`config.mk`:
```
export PLATFORM = sky130hd
export DESIGN_NAME = icap_loader
export DESIGN_NICKNAME = d
export VERILOG_FILES = /design/src/rtl/icap_loader_pkg.sv /design/src/rtl/icap_loader_bitswap.sv /design/src/rtl/icap_loader.sv
export SDC_FILE = /design/constraint.sdc
export NUM_CORES = 1
export LEC_CHECK = 0
export ABC_AREA = 1
export CAP_MARGIN = 20
export CORE_ASPECT_RATIO = 2
export CORE_MARGIN = 3
export CORE_UTILIZATION = 30
export CTS_CLUSTER_DIAMETER = 40
export DETAILED_ROUTE_END_ITERATION = 10
export PLACE_DENSITY_LB_ADDON = 0.08
export SYNTH_ARGS = -nofsm -noshare
export SYNTH_HDL_FRONTEND = slang
export SYNTH_SLANG_ARGS = --single-unit
export TNS_END_PERCENT = 10
```
`constraint.sdc`:
```
create_clock -name rclk -period 3.1 [get_ports rclk]
set_clock_uncertainty 0.2 [all_clocks]
set_input_delay 0.62 -clock rclk [delete_from_list [all_inputs] [get_ports rclk]]
set_output_delay 0.62 -clock rclk [all_outputs]
set_load 0.005 [all_outputs]
```
`src/rtl/icap_loader_pkg.sv`:
```
// ---------------------------------------------------------------------------
// icap_loader_pkg
// Shared definitions for the ICAP loader slice:
//   - ICAP data width and the ICAP sync word constant
//   - loader state encodings, plus the enum type built on them
// ---------------------------------------------------------------------------
package icap_loader_pkg;

    localparam int          ICAP_DWIDTH    = 32;
    localparam logic [31:0] ICAP_SYNC_WORD = 32'hAA995566;

    localparam logic [2:0] ST_IDLE  = 3'd0;
    localparam logic [2:0] ST_ARM   = 3'd1;
    localparam logic [2:0] ST_WRITE = 3'd2;
    localparam logic [2:0] ST_GAP   = 3'd3;
    localparam logic [2:0] ST_DONE  = 3'd4;

    typedef enum logic [2:0] {
        S_IDLE  = ST_IDLE,
        S_ARM   = ST_ARM,
        S_WRITE = ST_WRITE,
        S_GAP   = ST_GAP,
        S_DONE  = ST_DONE
    } icap_state_e;

endpackage

```
`src/rtl/icap_loader_bitswap.sv`:
```
// ---------------------------------------------------------------------------
// icap_bitswap
// Purely combinational per-byte bit reversal used for ICAP data ordering.
// Ports:
//   data_i  in  DWIDTH  word as received from the stream
//   data_o  out DWIDTH  word in ICAP order (reversed per byte when SWAP_BITS=1)
// ---------------------------------------------------------------------------
module icap_bitswap
    import icap_loader_pkg::*;
#(
    parameter int DWIDTH    = ICAP_DWIDTH,
    parameter int SWAP_BITS = 1
) (
    input  logic [DWIDTH-1:0] data_i,
    output logic [DWIDTH-1:0] data_o
);

    genvar k, j;
    generate
        if (SWAP_BITS != 0) begin : g_swap
            for (k = 0; k < DWIDTH / 8; k++) begin : g_byte
                for (j = 0; j < 8; j++) begin : g_bit
                    assign data_o[8*k + j] = data_i[8*k + 7 - j];
                end
            end
        end else begin : g_pass
            assign data_o = data_i;
        end
    endgenerate

endmodule

```
`src/rtl/icap_loader.sv`:
```
// ---------------------------------------------------------------------------
// icap_loader
// Final stage of the partial-reconfiguration path: takes the 32-bit config
// word stream and drives the ICAP write port, one bitstream per tlast.
// Ports:
//   rclk, rresetn          ICAP clock, asynchronous active-low reset
//   enable                 level; 0 pauses word acceptance
//   abort                  pulse; terminates the current bitstream
//   err_clr                pulse; clears the sticky error flags
//   s_axis_*               config word stream (tvalid/tready/tdata/tkeep/tlast)
//   icap_csib/rdwrb/i      ICAP write port (select low, direction, data)
//   busy, done             bitstream in progress / end-of-bitstream pulse
//   err_keep, err_abort    sticky: partial word dropped / bitstream aborted
//   word_cnt               words written in the current or last bitstream
// All outputs are registered.
// ---------------------------------------------------------------------------
module icap_loader
    import icap_loader_pkg::*;
#(
    parameter int DWIDTH     = ICAP_DWIDTH,
    parameter int SWAP_BITS  = 1,
    parameter int GAP_CYCLES = 4,
    parameter int CNT_WIDTH  = 24
) (
    input  logic                  rclk,
    input  logic                  rresetn,
    input  logic                  enable,
    input  logic                  abort,
    input  logic                  err_clr,
    input  logic                  s_axis_tvalid,
    output logic                  s_axis_tready,
    input  logic [DWIDTH-1:0]     s_axis_tdata,
    input  logic [DWIDTH/8-1:0]   s_axis_tkeep,
    input  logic                  s_axis_tlast,
    output logic                  icap_csib,
    output logic                  icap_rdwrb,
    output logic [DWIDTH-1:0]     icap_i,
    output logic                  busy,
    output logic                  done,
    output logic                  err_keep,
    output logic                  err_abort,
    output logic [CNT_WIDTH-1:0]  word_cnt
);

    localparam logic [3:0] GAP_LOAD = 4'(GAP_CYCLES);

    icap_state_e            state_q;
    logic                   tready_q;
    logic                   csib_q;
    logic                   rdwrb_q;
    logic [DWIDTH-1:0]      icap_q;
    logic                   busy_q;
    logic                   done_q;
    logic                   err_keep_q;
    logic                   err_abort_q;
    logic [CNT_WIDTH-1:0]   word_cnt_q;
    logic [CNT_WIDTH-1:0]   word_cnt_d;
    logic [3:0]             gap_q;
    logic [DWIDTH-1:0]      swap_d;
    logic                   handshake;

    icap_bitswap #(
        .DWIDTH    (DWIDTH),
        .SWAP_BITS (SWAP_BITS)
    ) u_bitswap (
        .data_i (s_axis_tdata),
        .data_o (swap_d)
    );

    assign handshake  = s_axis_tvalid & tready_q;
    // Saturating increment: the counter sticks at all ones.
    assign word_cnt_d = (word_cnt_q == {CNT_WIDTH{1'b1}}) ? word_cnt_q
                                                          : word_cnt_q + CNT_WIDTH'(1);

    always_ff @(posedge rclk or negedge rresetn) begin
        if (!rresetn) begin
            state_q     <= S_IDLE;
            tready_q    <= 1'b0;
            csib_q      <= 1'b1;
            rdwrb_q     <= 1'b1;
            icap_q      <= '0;
            busy_q      <= 1'b0;
            done_q      <= 1'b0;
            err_keep_q  <= 1'b0;
            err_abort_q <= 1'b0;
            word_cnt_q  <= '0;
            gap_q       <= '0;
        end else begin
            // CSIB is only pulled low in the cycle right after an accepted
            // full word; every other cycle deselects the ICAP.
            csib_q <= 1'b1;
            done_q <= 1'b0;
            // Clear first so that any error set later in this block wins.
            if (err_clr) begin
                err_keep_q  <= 1'b0;
                err_abort_q <= 1'b0;
            end
            unique case (state_q)
                S_IDLE: begin
                    tready_q <= 1'b0;
                    if (s_axis_tvalid && enable) begin
                        // Direction flips to write while CSIB is still high.
                        state_q    <= S_ARM;
                        rdwrb_q    <= 1'b0;
                        busy_q     <= 1'b1;
                        word_cnt_q <= '0;
                    end
                end
                S_ARM: begin
                    if (abort) begin
                        err_abort_q <= 1'b1;
                        gap_q       <= GAP_LOAD;
                        state_q     <= S_GAP;
                    end else begin
                        tready_q <= enable;
                        state_q  <= S_WRITE;
                    end
                end
                S_WRITE: begin
                    if (abort) begin
                        // A word handshaken in the abort cycle is discarded.
                        tready_q    <= 1'b0;
                        err_abort_q <= 1'b1;
                        gap_q       <= GAP_LOAD;
                        state_q     <= S_GAP;
                    end else begin
                        tready_q <= enable;
                        if (handshake) begin
                            if (&s_axis_tkeep) begin
                                csib_q     <= 1'b0;
                                icap_q     <= swap_d;
                                word_cnt_q <= word_cnt_d;
                            end else begin
                                err_keep_q <= 1'b1;
                            end
                            if (s_axis_tlast) begin
                                tready_q <= 1'b0;
                                gap_q    <= GAP_LOAD;
                                state_q  <= S_GAP;
                            end
                        end
                    end
                end
                S_GAP: begin
                    // The first GAP cycle carries the final write, so the
                    // counter runs one extra step to leave GAP_CYCLES idle
                    // cycles with CSIB high.
                    if (gap_q == 4'd0) begin
                        state_q <= S_DONE;
                        done_q  <= 1'b1;
                        busy_q  <= 1'b0;
                        rdwrb_q <= 1'b1;
                    end else begin
                        gap_q <= gap_q - 4'd1;
                    end
                end
                S_DONE: begin
                    state_q <= S_IDLE;
                end
                default: begin
                    state_q <= S_IDLE;
                end
            endcase
        end
    end

    assign s_axis_tready = tready_q;
    assign icap_csib     = csib_q;
    assign icap_rdwrb    = rdwrb_q;
    assign icap_i        = icap_q;
    assign busy          = busy_q;
    assign done          = done_q;
    assign err_keep      = err_keep_q;
    assign err_abort     = err_abort_q;
    assign word_cnt      = word_cnt_q;

endmodule

```
# Word level (Yosys, flattened, before mapping)
# Index checks and enable logic that the tools add are counted.
[classes]
eq_ne = 15
bitwise_logic = 2
mux = 44
n_reduce_logical = 15
addsub = 2
[ops]
columns = ["cell", "count"]
rows = [
  ["two-way mux 24 bit", 5],
  ["case mux 24 bit (2 select lines)", 1],
  ["adder 24 x 1 -> 24 bit (second input constant)", 1],
  ["== test 24 bit (second input constant)", 1],
  ["two-way mux 1 bit", 23],
  ["two-way mux 4 bit", 5],
  ["inequality test 2 bit (second input constant)", 9],
  ["two-way mux 3 bit", 5],
  ["case mux 3 bit (4 select lines)", 1],
  ["case mux 4 bit (3 select lines)", 1],
  ["AND reduction 4 bit", 2],
  ["AND reduction 7 bit", 1],
  ["== test 3 x 2 -> 1 bit (second input constant)", 2],
  ["inequality test 3 bit (second input constant)", 2],
  ["AND reduction 6 bit", 1],
  ["nonzero test 3 bit", 2],
  ["AND reduction 5 bit", 1],
  ["logical NOT 4 bit", 1],
  ["case mux 1 bit (2 select lines)", 2],
  ["nonzero test 2 bit", 2],
  ["subtractor 4 x 1 -> 4 bit (second input constant)", 1],
  ["== test 3 x 1 -> 1 bit (second input constant)", 1],
  ["logical NOT 3 bit", 1],
  ["case mux 1 bit (3 select lines)", 1],
  ["other kinds (6)", 6],
]
[totals]
inputBits = 43
wordCells = 89
out_inout_bits = 63
reg_bits = 70

# Longest topological paths before layout
[logic_depth]
ltp_word = 6
depth_mapped = 11
ltp_nobuf = 10

# Cells and area by module
# Synthesis repeated with hierarchy kept, for this count alone.
[unflattened]
hier_cells = 500
hier_area_um2 = 3849.9
[modules_own_cells]
columns = ["module", "area_each_um2", "seq_area_each_um2", "instances", "cells_each"]
rows = [
  ["icap_loader", 3609.7, 1754.2, 1, 468],
  ["icap_bitswap", 240.2, 0.0, 1, 32],
]

# Worst setup path after synthesis
# OpenSTA, ideal clock, no wires.
[synth_path]
path_type = "flip-flop to flip-flop"
from = "reg word_cnt_q[0] (netlist: word_cnt[0])"
to = "reg word_cnt_q[10] (netlist: word_cnt[10])"
setup_time_ns = 0.116
slack_ns = 1.313
arrival_time_ns = 1.471
n_path_buf = 1
path_stages_with_launch = 12
synth_period_minus_slack_ns = 1.787
required_time_ns = 2.784
path_cell_list = "dfrtp_1 -> ha_1 -> nand2_1 -> nor2_4 -> nand2_2 -> nor2_4 -> nand3_2 -> nand2_2 -> nor2_8 -> buf_6 -> nand2_1 -> nand2_1"
[synth_between]
elab_chain_cells = 6
word_cells_on_any_way = 9
cone_classes = "1 x add/sub; 2 x eq/ne; 5 x mux; 1 x reduce/logical"
[synth_rtl]
columns = ["element", "line", "source"]
rows = [
  ["start, declared", "icap_loader.sv:56", "logic [CNT_WIDTH-1:0] word_cnt_q;"],
  ["start signal, assigned", "icap_loader.sv:132", "word_cnt_q <= word_cnt_d;"],
  ["adder 24 x 1 -> 24 bit", "icap_loader.sv:73", ": word_cnt_q + CNT_WIDTH'(1);"],
  ["two-way mux 24 bit", "icap_loader.sv:72", "assign word_cnt_d = (word_cnt_q == {CNT_WIDTH{1'b1}}) ? word_cnt_q"],
  ["two-way mux 24 bit", "icap_loader.sv:129", "if (&s_axis_tkeep) begin"],
  ["two-way mux 24 bit", "icap_loader.sv:128", "if (handshake) begin"],
  ["two-way mux 24 bit", "icap_loader.sv:120", "if (abort) begin"],
  ["case mux 24 bit (2 select lines)", "icap_loader.sv:98", "unique case (state_q)"],
]
# Parallel ways exist; a longest one is shown, timed or not. The select of a mux whose other input is x is not followed.
# A chain may end at the register's enable or synchronous reset.

# Worst setup path after layout
[layout_path]
from = "reg state_q[2]"
to = "reg word_cnt_q[19] (netlist: word_cnt[19])"
[layout_between]
elab_chain_cells = 3
word_cells_on_any_way = 10
cone_classes = "6 x eq/ne; 1 x mux; 3 x reduce/logical"
[layout_rtl]
columns = ["element", "line", "source"]
rows = [
  ["start, declared", "icap_loader.sv:47", "icap_state_e state_q;"],
  ["start signal, assigned", "icap_loader.sv:77", "state_q <= S_IDLE;"],
  ["start signal, assigned", "icap_loader.sv:103", "state_q <= S_ARM;"],
  ["start signal, assigned", "icap_loader.sv:113", "state_q <= S_GAP;"],
  ["== test 3 x 2 -> 1 bit / logical NOT 3 bit (equally long branches)", "icap_loader.sv:98", ""],
  ["inequality test 2 bit (no line) / nonzero test 2 bit (equally long branches)", "--", ""],
  ["AND reduction 6 bit (no line)", "--", ""],
]
# Parallel ways exist; a longest one is shown, timed or not.

==> flow_summary_export.csv <==
group,metric,value,unit
logic_synthesis,synthDistinctLibCells,30,
final_layout,final_net_count,564,
clock_network,cts_max_path_buffers,2,
logic_synthesis,syn_inst,407,
setup_path,cp_max_fo,17,
floorplan,io_pins,106,
global_routing,track_usage,15.5,%
clock_network,post_cts_resize_count,0,
setup_path,slowest_stage,"dfrtp_1",
place,gp_congestion,0.837,
timing,drv_slew,0,
logic_synthesis,synthTopCellsByArea,"dfrtp_1 47%, nand2_1 14%, mux2_4 12%",
place,place_ws,0.537,ns
final_layout,final_area,5100,um^2
logic_synthesis,syn_nets,453,
pwr,power_density,613,nW/um^2
clock_network,hold_buffers,0,
timing,worstMarginPinSlew,0.425,ns
logic_synthesis,yosysTopAreaCell,"dfrtp_1",
clock_network,cts.sinks,70,
clock_network,cts_tree,"yes",
global_routing,antenna_found_initial,0,
global_routing,grt_max_degree,71,
logic_synthesis,syn_avg_cell_area,8.96,um^2
timing,fin_setup_tns,0,ns
routing,drtIter0Drc,102,
logic_synthesis,seq_area_frac_synth,48.1,%
job,max_cap_violations,0,
pwr,total_power,3.13,mW
setup_path,cp_cell_sequence,"inv_2 > nand2_1 > nor2_2 > buf_4 > nand3_2 > nand3_2 > buf_4 > nand2_1 > nand2_1",
routing,vias,3117,
logic_synthesis,synth_edf_count,0,
clock_network,worstSkewPairLatency,0.33,ns
clock_network,cts_made_buffers,9,
timing,setup_viol,0,
final_layout,syn2layout_area_growth,40.1,%
timing,fmax,452,MHz
final_layout,layout.cells.non_filler,668,
timing,rsz0062_at_grt,"no",
global_routing,grt_pass1_wl,16600,um
place,post-dp-hpwl,7480,um
timing,min_period,2.21,ns
timing,hold_viol,0,
global_routing,overflow,0,
timing,period_share,71.4,%
setup_path,regToRegSetupSlack,0.89,ns
routing,ant_nets,0,
pwr,p_leak,2.39,nW
floorplan,dieArea,13600,um^2
logic_synthesis,synth-seq-cells,70,
timing,slew_headroom,71.5,%
place,placed_area,4840,um^2
clock_network,clk_pin_slew,0.06,ns
logic_synthesis,syn_area,3640,um^2
clock_network,post_cts.repair.setup_buffers,0,
setup_path,crit_family,"simple AND/OR/NAND/NOR gates",
floorplan,fp.dieW,83.9,um
floorplan,core.rowCount,56,
logic_synthesis,ys_async_sr_fraction,100,%
floorplan,design.core.area,11800,um^2
setup_path,slowest_delay,0.43,ns
floorplan,initial_core_util,31.0,%
global_routing,grt_pass1_vias,3287,
routing,drc,0,
setup_path,worst_ep_arrival_time,2.28,ns
place,portBuffers,105,
setup_path,critPathBufInv,3,
timing,finalWorstSetupSlack,0.886,ns
routing,finalWirelength,10200,um
setup_path,critPathCaptureType,"register",
setup_path,crit_top_cell,"nand2_1",
clock_network,htreeDepth,3,
place,dp_cells,652,
routing,vias_per_cell,4.67,
final_layout,antenna_cells,0,
logic_synthesis,yosysTopAreaCellShare,46.7,%
pwr,vdd_drop_max,0.355,mV
logic_synthesis,synth_ff_type,"dfrtp_1",
worst_hold_path,hp-class,"input port to asynchronous set/reset pin",
logic_synthesis,yosys_warnings,0,
floorplan,die_y,162,um
routing,first_pass_iters,4,
setup_path,worstSetupStartpointType,"register",
setup_path,crit_type,"register to register",
routing,wl_per_cell,15.2,um
final_layout,drive_above_1_share,14.1,%
clock_network,root_buffer,"clkbuf_16",
setup_path,cp.required,3.17,ns
final_layout,n_fill_cell,1205,
outcome,status,"finished clean",
[stage by stage]
step	utilization, %	hold slack [ns]
after floorplan	-	0.124
after global placement	41.2	0.260
after detailed placement	41.2	0.270
after CTS	43.4	0.132
after global routing	43.4	0.140
final	43.4	0.110
[kinds of logic (layout without fill, tap and decap cells)]
group / Yosys count / after routing / share of synthesized area, %
AO/OA/AOI/OAI: 33 / 33 / 5.01
XOR/XNOR: 6 / 6 / 1.44
adder cells (fa/ha/maj): 3 / 3 / 1.03
buffers and inverters: 35 / 151 / 5.05
flip-flops: 70 / 70 / 48.1
multiplexers: 32 / 32 / 12.9
AND/OR/NAND/NOR: 228 / 228 / 26.5
[worst paths after layout]
kind | startpoint | to | cells past startpoint
worst min register to register | gap_q[0]$_DFFE_PN0P_ | gap_q[0]$_DFFE_PN0P_ | 1
worst min-delay path | rresetn | word_cnt[11]$_DFFE_PN0P_ | 2
worst max register to register | state_q[2]$_DFFE_PN0P_ | word_cnt[19]$_DFFE_PN0P_ | 9
worst max-delay path | state_q[2]$_DFFE_PN0P_ | word_cnt[19]$_DFFE_PN0P_ | 9
min in group rclk | gap_q[0]$_DFFE_PN0P_ | gap_q[0]$_DFFE_PN0P_ | 1
max in group asynchronous | rresetn | word_cnt[17]$_DFFE_PN0P_ | 2
[layout by cell type, fill, tap and decap left out, types with 3 or more instances in the layout]
master,n
mux2_2,3
buf_4,3
and2_1,4
nand2_1,134
nand4_1,3
clkbuf_16,9
clkdlybuf4s50_1,104
clkinv_2,4
inv_1,20
nand2_2,4
inv_2,5
nand3_1,14
xor2_1,5
nor2_4,3
mux2_4,29
o21ai_0,15
a21oi_1,13
nor2_2,4
dfrtp_1,68
ha_1,3
nor2_1,57
[where the power goes]
group | total, mW | switching [mW] | internal, mW
Clock | 0.924 | 0.388 | 0.536
Combinational | 1.08 | 0.629 | 0.453
Sequential | 1.12 | 0.0859 | 1.04
[metal layers]
| layer | wire, um | part of all wire [%] | track usage (%) | vias to the layer above |
|---|---|---|---|---|
| li1 | - | - | - | 1519 |
| met1 | 3720 | 37 | 16.1 | 1465 |
| met2 | 5500 | 54 | 28.3 | 105 |
| met3 | 544 | 5.3 | 3.71 | 28 |
| met4 | 413 | 4.1 | 8.27 | 0 |
| met5 | 0 | 0 | 0 | - |
[cell usage after synthesis (2+ instances only)]
cell and instances:
nand4_1 3, inv_2 5, inv_1 20, mux2_2 3, xor2_1 5, nand2_2 4, dfrtp_1 68, buf_6 6
dfstp_2 2, nand3_2 2, buf_2 3, nor2_1 57, ha_1 3, nor2_2 4, nand2_1 134, and2_1 4
nor3_1 2, mux2_4 29, nor2_4 3, a21oi_1 13, o21ai_0 15, nand3_1 14
[layout make-up]
class                      count  area (um^2)  share of cell area (%)
inverter                      25         93.8                    1.84
clock buffer                  11          233                    4.56
tap                          145          181                    3.55
sequential                    70         1750                    34.4
clock inverter                 5         27.5                   0.539
multi-input combinational    302         1710                    33.4
timing repair buffer         110         1110                    21.7
[sequential cells by signal (all words and copies together) (netlist names)]
signal / flops
err_abort: 1
err_keep: 1
word_cnt: 24
busy: 1
icap_rdwrb: 1
done: 1
icap_csib: 1
gap_q: 4
icap_i: 32
s_axis_tready: 1
state_q: 3
Power figures use the tool's default switching activity.
